`src/rtl/multiplier_pkg.sv`:
```
// ============================================================================
// Module  : multiplier_pkg
// Brief   : Shared state encoding and width for the add-shift multiplier.
// Revision: 1.0 - initial release
// ============================================================================
`default_nettype none

package multiplier_pkg;

    // Operand width; also the number of add/shift iterations.
    localparam int MULT_WIDTH = 8;

    // Controller states.
    typedef enum logic [2:0] {
        IDLE  = 3'd0,
        LOADB = 3'd1,
        CLR   = 3'd2,
        ADD   = 3'd3,
        SHIFT = 3'd4,
        HOLD  = 3'd5
    } mult_state_t;

endpackage

`default_nettype wire

```
`src/rtl/multiplier_control.sv`:
```
// ============================================================================
// Module  : multiplier_control
// Brief   : Control FSM for the 8-bit signed add-shift multiplier datapath.
//           Sequences clear, load and add/subtract/shift steps from the run
//           and clr_ld buttons and samples the multiplier LSB (m).
//           Optional build macro MULT_CTRL_SKIP_ZERO_EN: an ADD step with
//           m=0 shifts immediately instead of spending a separate SHIFT cycle.
// Revision: 1.0 - initial release
// ============================================================================
`default_nettype none

module multiplier_control
    import multiplier_pkg::*;
#(
    parameter int WIDTH = MULT_WIDTH
) (
    input  logic clk,
    input  logic reset,
    input  logic run,
    input  logic clr_ld,
    input  logic m,
    output logic shift,
    output logic sub_add,
    output logic ld_xa,
    output logic ld_b,
    output logic clr_xa,
    output logic busy,
    output logic done
);

    localparam int               CNT_W  = $clog2(WIDTH);
    localparam logic [CNT_W-1:0] c_LAST = CNT_W'(WIDTH - 1);
    localparam logic [CNT_W-1:0] c_ONE  = CNT_W'(1);

    mult_state_t      r_state;
    mult_state_t      w_next;
    logic [CNT_W-1:0] r_cnt;
    logic [CNT_W-1:0] w_cnt_next;
    logic             w_last;

    assign w_last = (r_cnt == c_LAST);

    // State and iteration counter register; reset abandons any multiply.
    always_ff @(posedge clk) begin
        if (reset) begin
            r_state <= IDLE;
            r_cnt   <= '0;
        end else begin
            r_state <= w_next;
            r_cnt   <= w_cnt_next;
        end
    end

    // Next-state, counter update and strobe decode (ld_xa is Mealy on m).
    always_comb begin
        w_next     = r_state;
        w_cnt_next = r_cnt;
        shift      = 1'b0;
        sub_add    = 1'b0;
        ld_xa      = 1'b0;
        ld_b       = 1'b0;
        clr_xa     = 1'b0;
        busy       = 1'b0;
        done       = 1'b0;
        case (r_state)
            IDLE: begin
                if (run) begin
                    w_next = CLR;
                end else if (clr_ld) begin
                    w_next = LOADB;
                end
            end
            LOADB: begin
                clr_xa = 1'b1;
                ld_b   = 1'b1;
                w_next = IDLE;
            end
            CLR: begin
                clr_xa     = 1'b1;
                busy       = 1'b1;
                w_cnt_next = '0;
                w_next     = ADD;
            end
            ADD: begin
                busy    = 1'b1;
                // Only the sign bit of B (last iteration) carries negative weight.
                sub_add = w_last;
`ifdef MULT_CTRL_SKIP_ZERO_EN
                if (m) begin
                    ld_xa  = 1'b1;
                    w_next = SHIFT;
                end else begin
                    shift = 1'b1;
                    if (w_last) begin
                        w_next = HOLD;
                    end else begin
                        w_cnt_next = r_cnt + c_ONE;
                    end
                end
`else
                ld_xa  = m;
                w_next = SHIFT;
`endif
            end
            SHIFT: begin
                busy  = 1'b1;
                shift = 1'b1;
                if (w_last) begin
                    w_next = HOLD;
                end else begin
                    w_cnt_next = r_cnt + c_ONE;
                    w_next     = ADD;
                end
            end
            HOLD: begin
                // A held run button must be released before a new multiply.
                done = 1'b1;
                if (!run) begin
                    w_next = IDLE;
                end
            end
            default: begin
                w_next = IDLE;
            end
        endcase
    end

endmodule

`default_nettype wire

```
`config.mk`:
```
export PLATFORM = sky130hd
export DESIGN_NAME = multiplier_control
export DESIGN_NICKNAME = d
export VERILOG_FILES = /design/src/rtl/multiplier_pkg.sv /design/src/rtl/multiplier_control.sv
export SDC_FILE = /design/constraint.sdc
export NUM_CORES = 1
export LEC_CHECK = 0
export ABC_AREA = 1
export CORE_AREA = 5 5 42 44
export CTS_BUF_LIST = sky130_fd_sc_hd__clkbuf_4
export DETAILED_ROUTE_END_ITERATION = 10
export DIE_AREA = 0 0 47 49
export GPL_TIMING_DRIVEN = 0
export PLACE_DENSITY = 0.53
export REMOVE_ABC_BUFFERS = 1
export SLEW_MARGIN = 10
export SYNTH_ARGS = -nofsm -noshare
export SYNTH_HDL_FRONTEND = slang
export SYNTH_SLANG_ARGS = --single-unit
```
`constraint.sdc`:
```
create_clock -name clk -period 3.93 [get_ports clk]
set_clock_uncertainty 0.2 [all_clocks]
set_input_delay 0.393 -clock clk [delete_from_list [all_inputs] [get_ports clk]]
set_output_delay 0.393 -clock clk [all_outputs]
set_load 0.1 [all_outputs]
```
# Word level (Yosys, flattened, before mapping)
# Cells that the tools add are included.
dict set report op_classes {
  n_addsub 1
  eq_ne 9
  muxes 14
  reduce_logical 6
}
# cell n
set ops {}
lappend ops {{3-bit two-way mux} 5}
lappend ops {{3-bit case mux with 5 select lines} 1}
lappend ops {{3-bit equality test, second input constant} 3}
lappend ops {{1-bit two-way mux} 7}
lappend ops {{3-bit by 2-bit equality test with 1-bit output, second input constant} 2}
lappend ops {{3-bit case mux with 2 select lines} 1}
lappend ops {{2-bit != test, second input constant} 2}
lappend ops {{2-bit AND reduction} 2}
lappend ops {{3-bit by 1-bit adder with 3-bit output, second input constant} 1}
lappend ops {{3-bit by 1-bit equality test with 1-bit output, second input constant} 1}
lappend ops {{3-bit logical NOT} 1}
lappend ops {{3-bit != test, second input constant} 1}
lappend ops {{3-bit OR reduction} 1}
lappend ops {{2-bit nonzero test} 1}
lappend ops {{2-bit OR reduction} 1}
dict set report word_totals {
  reg_bits 6
  output_inout_bits 7
}

# Logic depth before layout (Yosys ltp)
# Gate-level depths: netlist of the first run.
dict set report depth {
  word_depth 3
  ltp_mapped 6
  ltp_nobuf 6
}

# Worst setup path after synthesis of the first run
# Ideal clock, no wire load.
dict set report synth_path {
  path_kind {register to output}
  from {reg r_state[0]}
  to {out clr_xa}
  t_arrival_ns 2.618
  required_ns 3.337
  slack_ns 0.719
  stages_incl_launch_ff 3
  cell_sequence {dfxtp_1 > nand2_1 > o21ai_0}
}
dict set report synth_via {
  elab_chain_cells 3
  elab_cells_between_ends 4
  cone_classes {2 x eq/ne; 1 x mux; 1 x reduce/logical}
}
# element line
set synth_rtl {}
lappend synth_rtl {{start: declaration} multiplier_control.sv:35} ;# mult_state_t r_state;
lappend synth_rtl {{start signal: assignment} multiplier_control.sv:49} ;# r_state <= w_next;
lappend synth_rtl {{3-bit by 2-bit equality test with 1-bit output or 3-bit by 1-bit equality test with 1-bit output (tied branches)} multiplier_control.sv:65} ;# case (r_state)
lappend synth_rtl {{2-bit OR reduction (no source line) (*)} -}
lappend synth_rtl {{1-bit two-way mux (*)} multiplier_control.sv:65}
lappend synth_rtl {{end: declaration} multiplier_control.sv:26} ;# output logic clr_xa,
# Mark *: on every way between the ends. The rest lies on a longest branch, timed or not.

# Worst setup path after layout of the first run
dict set report layout_path {
  from {reg r_cnt[0]}
  to {out sub_add}
}
dict set report layout_via {
  elab_chain_cells 2
}
# element line
set layout_rtl {}
lappend layout_rtl {{start: declaration} multiplier_control.sv:37} ;# logic [CNT_W-1:0] r_cnt;
lappend layout_rtl {{start signal: assignment} multiplier_control.sv:50} ;# r_cnt <= w_cnt_next;
lappend layout_rtl {{3-bit equality test} multiplier_control.sv:41} ;# assign w_last = (r_cnt == c_LAST);
lappend layout_rtl {{1-bit two-way mux} multiplier_control.sv:65}
lappend layout_rtl {{end: declaration} multiplier_control.sv:23} ;# output logic sub_add,
# Every way passes these cells.

==> impl_results.md, run 1 <==
- Share of cells above drive strength 1: 17.1%
- Hold_buf cts: 0
- Core Region: 1400 um2
- Clk pin slew, worst setup/hold paths: roughly 0.05 ns
- Initial Util: between 20 and 30%
- CP Max Fanout: 3
- Fin crit period: 2.82 ns
- Setup Fix Bufs, Post-CTS: 0
- CTS sink count: 6
- Synth Cell Area: approximately 390 um2
- Number of routed nets with antenna violations: 0
- Number of global-route vias before repair: roughly 300
- CTS Root Cell: clkbuf_4
- Status: completed
- Max-slew headroom: 34.8%
- Total power: around 220 uW
- Total number of vias: 380
- Fin Setup TNS: 0 ns
- Final GP Congestion: approximately 0.77
- # diodes: 0
- Worst slew pin tran: 0.975 ns
- Total Routing Usage GR: 8.03%
- WL final: 856 um
- Die ar.: around 2300 um2
- Power Density: 406 nW/um2
- Worst setup path category: register to output port
- Post-DP HPWL: ~620 um
- Clock buffer depth: 2
- Final Cycle Share: ~72%
- DRT Pass-1 Iters: 4
- Clock latency reported for the late side of the worst-skew pair: between 0.2 and 0.25 ns
- # port buffers: 11
- Avg Cell Area, Syn: 7.02 um2
- RSZ-0062 raised after global routing: false
- Die span in y: 49 um
- Cells after synthesis: 56
- Maxcap violations: 0
- Worst Setup End Kind: output port
- Vias per Instance: about 4.4
- CTS tree: yes
- CTS Buf Count: 3
- Worst vdd ir: approximately 0.19 mV
- Final hold viol count: 0
- Routed WL per cell: between 9 and 10 um
- Seq/Total Area, Yosys: 30.6%
- Remaining Overflow, GRT: 0
- Post_cts resized: 0
- Die width: approximately 47 um
- Largest net degree at the start of global routing: 7
- First-pass GRT wire length: about 1.3 mm
- Number of H-tree levels: 1
- Residual DRC: 0
- Placement row count: 14
- Synth Warn #: 0
- Most common cell after layout, fill and taps aside: clkdlybuf4s50_1
- Count of different cell masters after synthesis: 16
- Worst hold path type: register to register
- Critical path arrival: 2.23 ns
- Register bit total from synthesis: 6
- CP Data Required Time: 3.34 ns
- Final Util: between 30% and 40%
- Iter 0 DRT Violations: 1
- Highest-count cells in the layout ignoring fill and taps: clkdlybuf4s50_1 (11), nand2_1 (8), inv_1 (8), nand3_1 (7)
- Nets@finish: 80
- # setup viols final: 0
- Fin. max-slew vios: 0
- Initial antenna violation count: 0
- Worst hold path depth: 2
- I/O pin cnt: 12
- Crit start category: register
- Highest clock rate: approximately 350 MHz
- Synthesis-to-finish area growth: 38.9%
- Worst r2r path cells: 6
- Static Leak: 0.000260 uW
==> critical path, cell delays in order, from the launching register on <==
cell	delay [ns]
dfxtp_1	0.36
ha_1	0.19
ha_1	0.17
inv_1	0.04
nor2_1	0.09
clkdlybuf4s50_1	1.13
==> metrics by stage <==
stage	std cells	area [um2]	worst slack, ns	hold WS [ns]
global placement	83	523	1.23	0.262
finish	86	546	1.11	0.280
floorplan	56	393	0.719	0.235
CTS	86	546	1.08	0.278
global route	86	546	1.00	0.295
detailed placement	83	523	1.22	0.260
==> routing by layer <==
layer | global-route usage (%) | routed length (um) | share of wire, %
met1 | 10.4 | 399 | 47
met2 | 10.4 | 382 | 45
met3 | 5.54 | 74 | 8.6
met4 | 2.76 | 0 | 0
met5 | 0 | 0 | 0
==> kinds of logic (layout without fill, tap and decap cells) <==
kind of cell,after synthesis,count (layout),share of synthesized area [%]
compound gates,9,9,13.7
fa+ha+maj,3,3,9.56
buf+inv,11,25,10.5
flops,6,6,30.6
simple gates,27,27,35.7
==> path summary, 6_finish.rpt <==
path                         startpoint                      end  slack (ns)
setup reg to reg  r_cnt[0]$_SDFFE_PP0P_  r_state[2]$_SDFFE_PP0P_        2.54
setup / recovery  r_cnt[0]$_SDFFE_PP0P_                  sub_add        1.11
hold reg to reg   r_cnt[1]$_SDFFE_PP0P_    r_cnt[1]$_SDFFE_PP0P_        0.28
hold / removal    r_cnt[1]$_SDFFE_PP0P_    r_cnt[1]$_SDFFE_PP0P_        0.28
==> sequential cells by signal, summed over array words and instances, names as in the netlist <==
register / flops
r_cnt: 3
r_state: 3
==> synthesized netlist by cell type (all sizes together) <==
| cell type | n | share of area, % |
|---|---|---|
| nand3 | 7 | 8.9 |
| a21oi | 4 | 6.1 |
| nor2 | 8 | 11 |
| nand4 | 1 | 1.6 |
| o211ai | 2 | 3.8 |
| inv | 11 | 11 |
| nand2 | 11 | 14 |
| ha | 3 | 9.6 |
| o21ai | 3 | 3.8 |
| dfxtp | 6 | 31 |
==> power by group <==
part	switching, uW	internal, uW
sequential	5.48	64.7
combinational	69.3	24.9
clock	22.7	34.6
==> final cells by class <==
type	count	area, um2
Fill cell	153	856
Multi-Input combinational cell	39	231
Sequential cell	6	120
Timing Repair Buffer	11	110
Inverter	11	41.3
Clock buffer	3	22.5
Tap cell	16	20.0
(Power assumes the default switching activity.)
==> run 2: changes to the inputs <==
==> constraint.sdc (replaced) <==
create_clock -name clk -period 2.8 [get_ports clk]
set_clock_uncertainty 0.2 [all_clocks]
set_input_delay 0.28 -clock clk [delete_from_list [all_inputs] [get_ports clk]]
set_output_delay 0.28 -clock clk [all_outputs]
set_load 0.1 [all_outputs]
==> run 2 against run 1 <==
Compared with the run above:
- clock power is 40% higher
- combinational power is 40% higher
- critical path depth stayed put
- via count stayed put
- count of clock-buffer cells in the layout stayed put
- sequential power is 40% higher
- cell count stayed put
==> impl_results.md, run 2 (synthesis gave the netlist of run 1 again) <==
- Final Cycle Share: a little over nine tenths
- Clock buffer depth: 2
- Fin crit period: between 2 and 3 ns
- Met3 Use GR: approximately 5.5%
- Static Leak: roughly 0.00028 uW
- Placement row count: 14
- Final setup margin: 0.146 ns
- CTS tree: yes
- Residual DRC: 0
- Worst vdd ir: 0.267 mV
- Nets@finish: 80
- # diodes: 0
- Setup Fix Bufs, Post-CTS: 0
- Worst hold path type: register to register
- Initial Util: ~28%
- CP Data Required Time: 2.32 ns
- Routed WL per cell: between 9 and 10 um
- Total number of vias: between 300 and 400
- Worst slew pin tran: between 0.9 and 1 ns
- Worst path slowest cell: clkdlybuf4s50_1
- Crit start category: register
- Share of cells above drive strength 1: roughly 17%
- Power Density: between 500 and 600 nW/um2
- Synthesis-to-finish area growth: 39.5%
- Buf+Inv Stages, Crit Path: 2
- Reg-to-reg startpoint: r_cnt[0]$_SDFFE_PP0P_
- Number of routed nets with antenna violations: 0
- Status: completed
- Total power: between 300 and 400 uW
- Die ar.: ~2300 um2
- Largest regs: r_cnt x3, r_state x3
- Total Routing Usage GR: under 10%
- CP max stage delay: 1.15 ns
- Largest net degree at the start of global routing: 7
- Max-slew headroom: between 30% and 40%
- Clk pin slew, worst setup/hold paths: ~0.040 ns
- Post-DP HPWL: 619 um
- Clock latency reported for the late side of the worst-skew pair: ~0.24 ns
- Hold_buf cts: 0
- Core Region: between 1000 and 1500 um2
- Fin Setup TNS: 0 ns
- First-pass GRT wire length: between 1 and 1.5 mm
- Most common cell after layout, fill and taps aside: clkdlybuf4s50_1
- DRT Pass-1 Iters: 4
- I/O pin cnt: 12
- Initial antenna violation count: 0
- CP top delay family: buffers and inverters
- Highest-count cells in the layout ignoring fill and taps: clkdlybuf4s50_1 (10), nand2_1 (8), inv_1 (8), nand3_1 (7)
- Hold Startpoint: r_cnt[1]$_SDFFE_PP0P_
- Global routing's busiest layer: met2
- Critical path arrival: 2.17 ns
- Final hold viol count: 0
- Worst setup path category: register to output port
- CTS Root Cell: clkbuf_4
- Number of global-route vias before repair: 299
- Highest clock rate: between 300 and 400 MHz
- Die span in y: ~49 um
- Maxcap violations: 0
- Place WS: approximately 0.31 ns
- R2r setup slk: between 1 and 1.5 ns
- Worst Setup End Kind: output port
- Iter 0 DRT Violations: 1
- Number of H-tree levels: 1
- Final GP Congestion: approximately 0.77
- Cells along the critical path: inv_2, nor2_1, nand2_2, o21ai_0, clkdlybuf4s50_1
- WL final: approximately 860 um
- CP Max Fanout: 6
- Met2 Track Usage GR: around a tenth
- Fin. max-slew vios: 0
- # setup viols final: 0
- Die width: about 47 um
- RSZ-0062 raised after global routing: false
- CTS sink count: 6
- Post_cts resized: 0
- Setup crit start: r_state[1]$_SDFFE_PP0P_
- CTS Buf Count: 3
- Vias per Instance: about 4.4
- # port buffers: 11
- Met1 global-route usage: around a tenth
- Remaining Overflow, GRT: 0
[run 2: cell count changes in the layout (fill, tap and decap cells not counted)]
cell / delta
clkdlybuf4s50_1: -1
dlymetal6s2s_1: +1
[run 2: metal layers]
metal | routed length (um) | share of wire [%]
met1 | 401 | 47
met2 | 383 | 45
met3 | 74 | 8.6
met4 | 0 | 0
met5 | 0 | 0
[run 2: power by group]
group / internal (uW) / leakage [uW] / switching (uW)
combinational: 34.9 / 0.000217 / 97.3
clock: 48.5 / 0.0000138 / 31.8
sequential: 90.9 / 0.0000488 / 7.69
[run 2: path summary, 6_finish.rpt]
check                                          endpoint  cells after the start
worst max-delay path                             clr_xa                      5
worst min-delay path              r_cnt[1]$_SDFFE_PP0P_                      2
worst max register to register  r_state[2]$_SDFFE_PP0P_                      6
worst min register to register    r_cnt[1]$_SDFFE_PP0P_                      2
[run 2: layout make-up]
type                       instances  area, um2
inverter                          11       41.3
timing repair buffer              11        113
tap                               16       20.0
fill                             152        853
multi-input combinational         39        231
sequential                         6        120
clock buffer                       3       22.5
[run 2: per-stage QoR]
step | utilization [%] | hold slack, ns | instance area (um2) | cells
3_3_place_gp | 37.3 | 0.262 | 523 | 83
5_1_grt | 39.1 | 0.295 | 548 | 86
3_5_place_dp | 37.3 | 0.260 | 523 | 83
2_1_floorplan | - | 0.142 | 393 | 56
4_1_cts | 38.9 | 0.278 | 546 | 86
6_report | 39.1 | 0.280 | 548 | 86
[run 2: worst reg2reg max path: cells and delay by family, from the launching register on]
kind	cells	cell delay (ns)
AO/OA/AOI/OAI	1	0.18
buffers and inverters	2	0.13
AND/OR/NAND/NOR	1	0.07
adder cells (fa/ha/maj)	2	0.40
flip-flops	1	0.36
==> run 3: changes to the inputs <==
--- a/config.mk
+++ b/config.mk
@@ -7,7 +7,7 @@
 export LEC_CHECK = 0
 export ABC_AREA = 1
 export CORE_AREA = 5 5 42 44
-export CTS_BUF_LIST = sky130_fd_sc_hd__clkbuf_4
+export CTS_BUF_LIST = sky130_fd_sc_hd__clkbuf_8
 export DETAILED_ROUTE_END_ITERATION = 10
 export DIE_AREA = 0 0 47 49
 export GPL_TIMING_DRIVEN = 0
==> run 3 against run 2 <==
Compared with the run above:
- core utilization rose by 1.2 points
- sequential power is essentially flat
- non-clock buffer count did not move
- critical path type unchanged
- highest routed layer is now met4
==> impl_results.md, run 3 (synthesis gave the netlist of run 1 again) <==
- Status: completed
- Number of routed nets with antenna violations: 0
- Vias per Instance: between 4 and 5
- Total power: around 360 uW
- Die ar.: 2300 um2
- Remaining Overflow, GRT: 0
- # fillers: ~150
- Final Cycle Share: around 95%
- CTS tree: yes
- WL final: ~870 um
- Die span in y: between 40 and 50 um
- Worst path slowest cell: clkdlybuf4s50_1
- Worst setup path category: register to output port
- Hold_buf cts: 0
- Fin crit period: 2.67 ns
- Clock latency reported for the late side of the worst-skew pair: 0.22 ns
- Number of H-tree levels: 1
- Most used cell, CP: ha_1
- CTS Root Cell: clkbuf_8
- Total number of vias: 388
- Worst Setup End Kind: output port
- Power Density: ~640 nW/um2
- Routed WL per cell: slightly above 10 um
- CP Max Fanout: 3
- Initial Util: 28.0%
- Post_cts resized: 0
- Final hold viol count: 0
- Worst vdd ir: between 0.3 and 0.4 mV
- Setup Fix Bufs, Post-CTS: 0
- # diodes: 0
- Die width: approximately 47 um
- Synthesis-to-finish area growth: 43.6%
- Clk pin slew, worst setup/hold paths: around 0.04 ns
- RSZ-0062 raised after global routing: false
- Highest-count cells in the layout ignoring fill and taps: clkdlybuf4s50_1 (11), nand2_1 (8), inv_1 (8), nand3_1 (7)
- Nets@finish: 80
- Placement row count: 14
- Residual DRC: 0
- Dpl cells: 83
- Critical path arrival: 2.19 ns
- Fin cells: 86
- Clock buffer depth: 2
- Crit start category: register
- Highest clock rate: about 370 MHz
- Static Leak: between 0.0002 and 0.0003 uW
- Iter 0 DRT Violations: 1
- Final GP Congestion: 0.768
- CP max stage delay: 1.13 ns
- Fin Setup TNS: 0 ns
- # setup viols final: 0
- Post-DP HPWL: just over 600 um
- Initial antenna violation count: 0
- Seq. cell area: between 100 and 150 um2
- Worst slew pin tran: around 1 ns
- Area of the multi-input gates: between 200 and 250 um2
- Final Util: 40.3%
- Share of cells above drive strength 1: 17.1%
- Most common cell after layout, fill and taps aside: clkdlybuf4s50_1
- Core Region: 1400 um2
- Worst hold path type: register to register
- I/O pin cnt: 12
- Cells along the critical path: ha_1, ha_1, inv_1, nor2_1, clkdlybuf4s50_1
- Number of global-route vias before repair: slightly above 300
- CP Data Required Time: 2.32 ns
- Largest net degree at the start of global routing: 7
- Largest regs: r_cnt x3, r_state x3
- CTS Buf Count: 3
- Max-slew headroom: 34.8%
- Total Routing Usage GR: roughly 8%
- Maxcap violations: 0
- DRT Pass-1 Iters: 4
- # port buffers: 11
- CTS sink count: 6
- Fin. max-slew vios: 0
- First-pass GRT wire length: about 1.3 mm
run 3: cell type report:
cell class	instances	share of cell area, %
Multi-Input combinational cell	39	41.0
Sequential cell	6	21.3
Timing Repair Buffer	11	19.5
Clock buffer	3	7.32
Inverter	11	7.32
Tap cell	16	3.55
run 3: through the flow:
| step | hold WS (ns) | worst slack (ns) | instance area (um2) |
|---|---|---|---|
| 4_1_cts | 0.276 | 0.100 | 564 |
| 6_report | 0.273 | 0.126 | 564 |
| 3_3_place_gp | 0.262 | 0.328 | 523 |
| 3_5_place_dp | 0.260 | 0.314 | 523 |
| 5_1_grt | 0.293 | 0.0211 | 564 |
| 2_1_floorplan | 0.142 | -0.298 | 393 |
run 3: final timing paths:
| kind | start | endpoint | slack [ns] | depth (start not counted) |
|---|---|---|---|---|
| hold / removal | r_cnt[0]$_SDFFE_PP0P_ | r_cnt[0]$_SDFFE_PP0P_ | 0.27 | 1 |
| hold reg to reg | r_cnt[0]$_SDFFE_PP0P_ | r_cnt[0]$_SDFFE_PP0P_ | 0.27 | 1 |
| setup / recovery | r_cnt[0]$_SDFFE_PP0P_ | sub_add | 0.13 | 5 |
| setup reg to reg | r_cnt[0]$_SDFFE_PP0P_ | r_state[2]$_SDFFE_PP0P_ | 1.41 | 6 |
run 3: metal layers:
| metal | vias to the layer above | wire (um) | global-route usage, % |
|---|---|---|---|
| li1 | 212 | - | - |
| met3 | 2 | 90 | 5.54 |
| met5 | - | 0 | 0 |
| met1 | 160 | 383 | 10.8 |
| met2 | 14 | 383 | 10.4 |
| met4 | 0 | 6 | 2.76 |
run 3: report_power, final:
part | switching, uW | internal (uW)
logic | 97.3 | 34.9
registers | 7.66 | 91.2
clock network | 37.9 | 92.4
run 3: critical path, delay by kind of cell (launching register included):
family	cells	cell delay, ns
adder cells (fa/ha/maj)	2	0.36
buffers and inverters	2	1.17
flip-flops	1	0.35
AND/OR/NAND/NOR	1	0.09
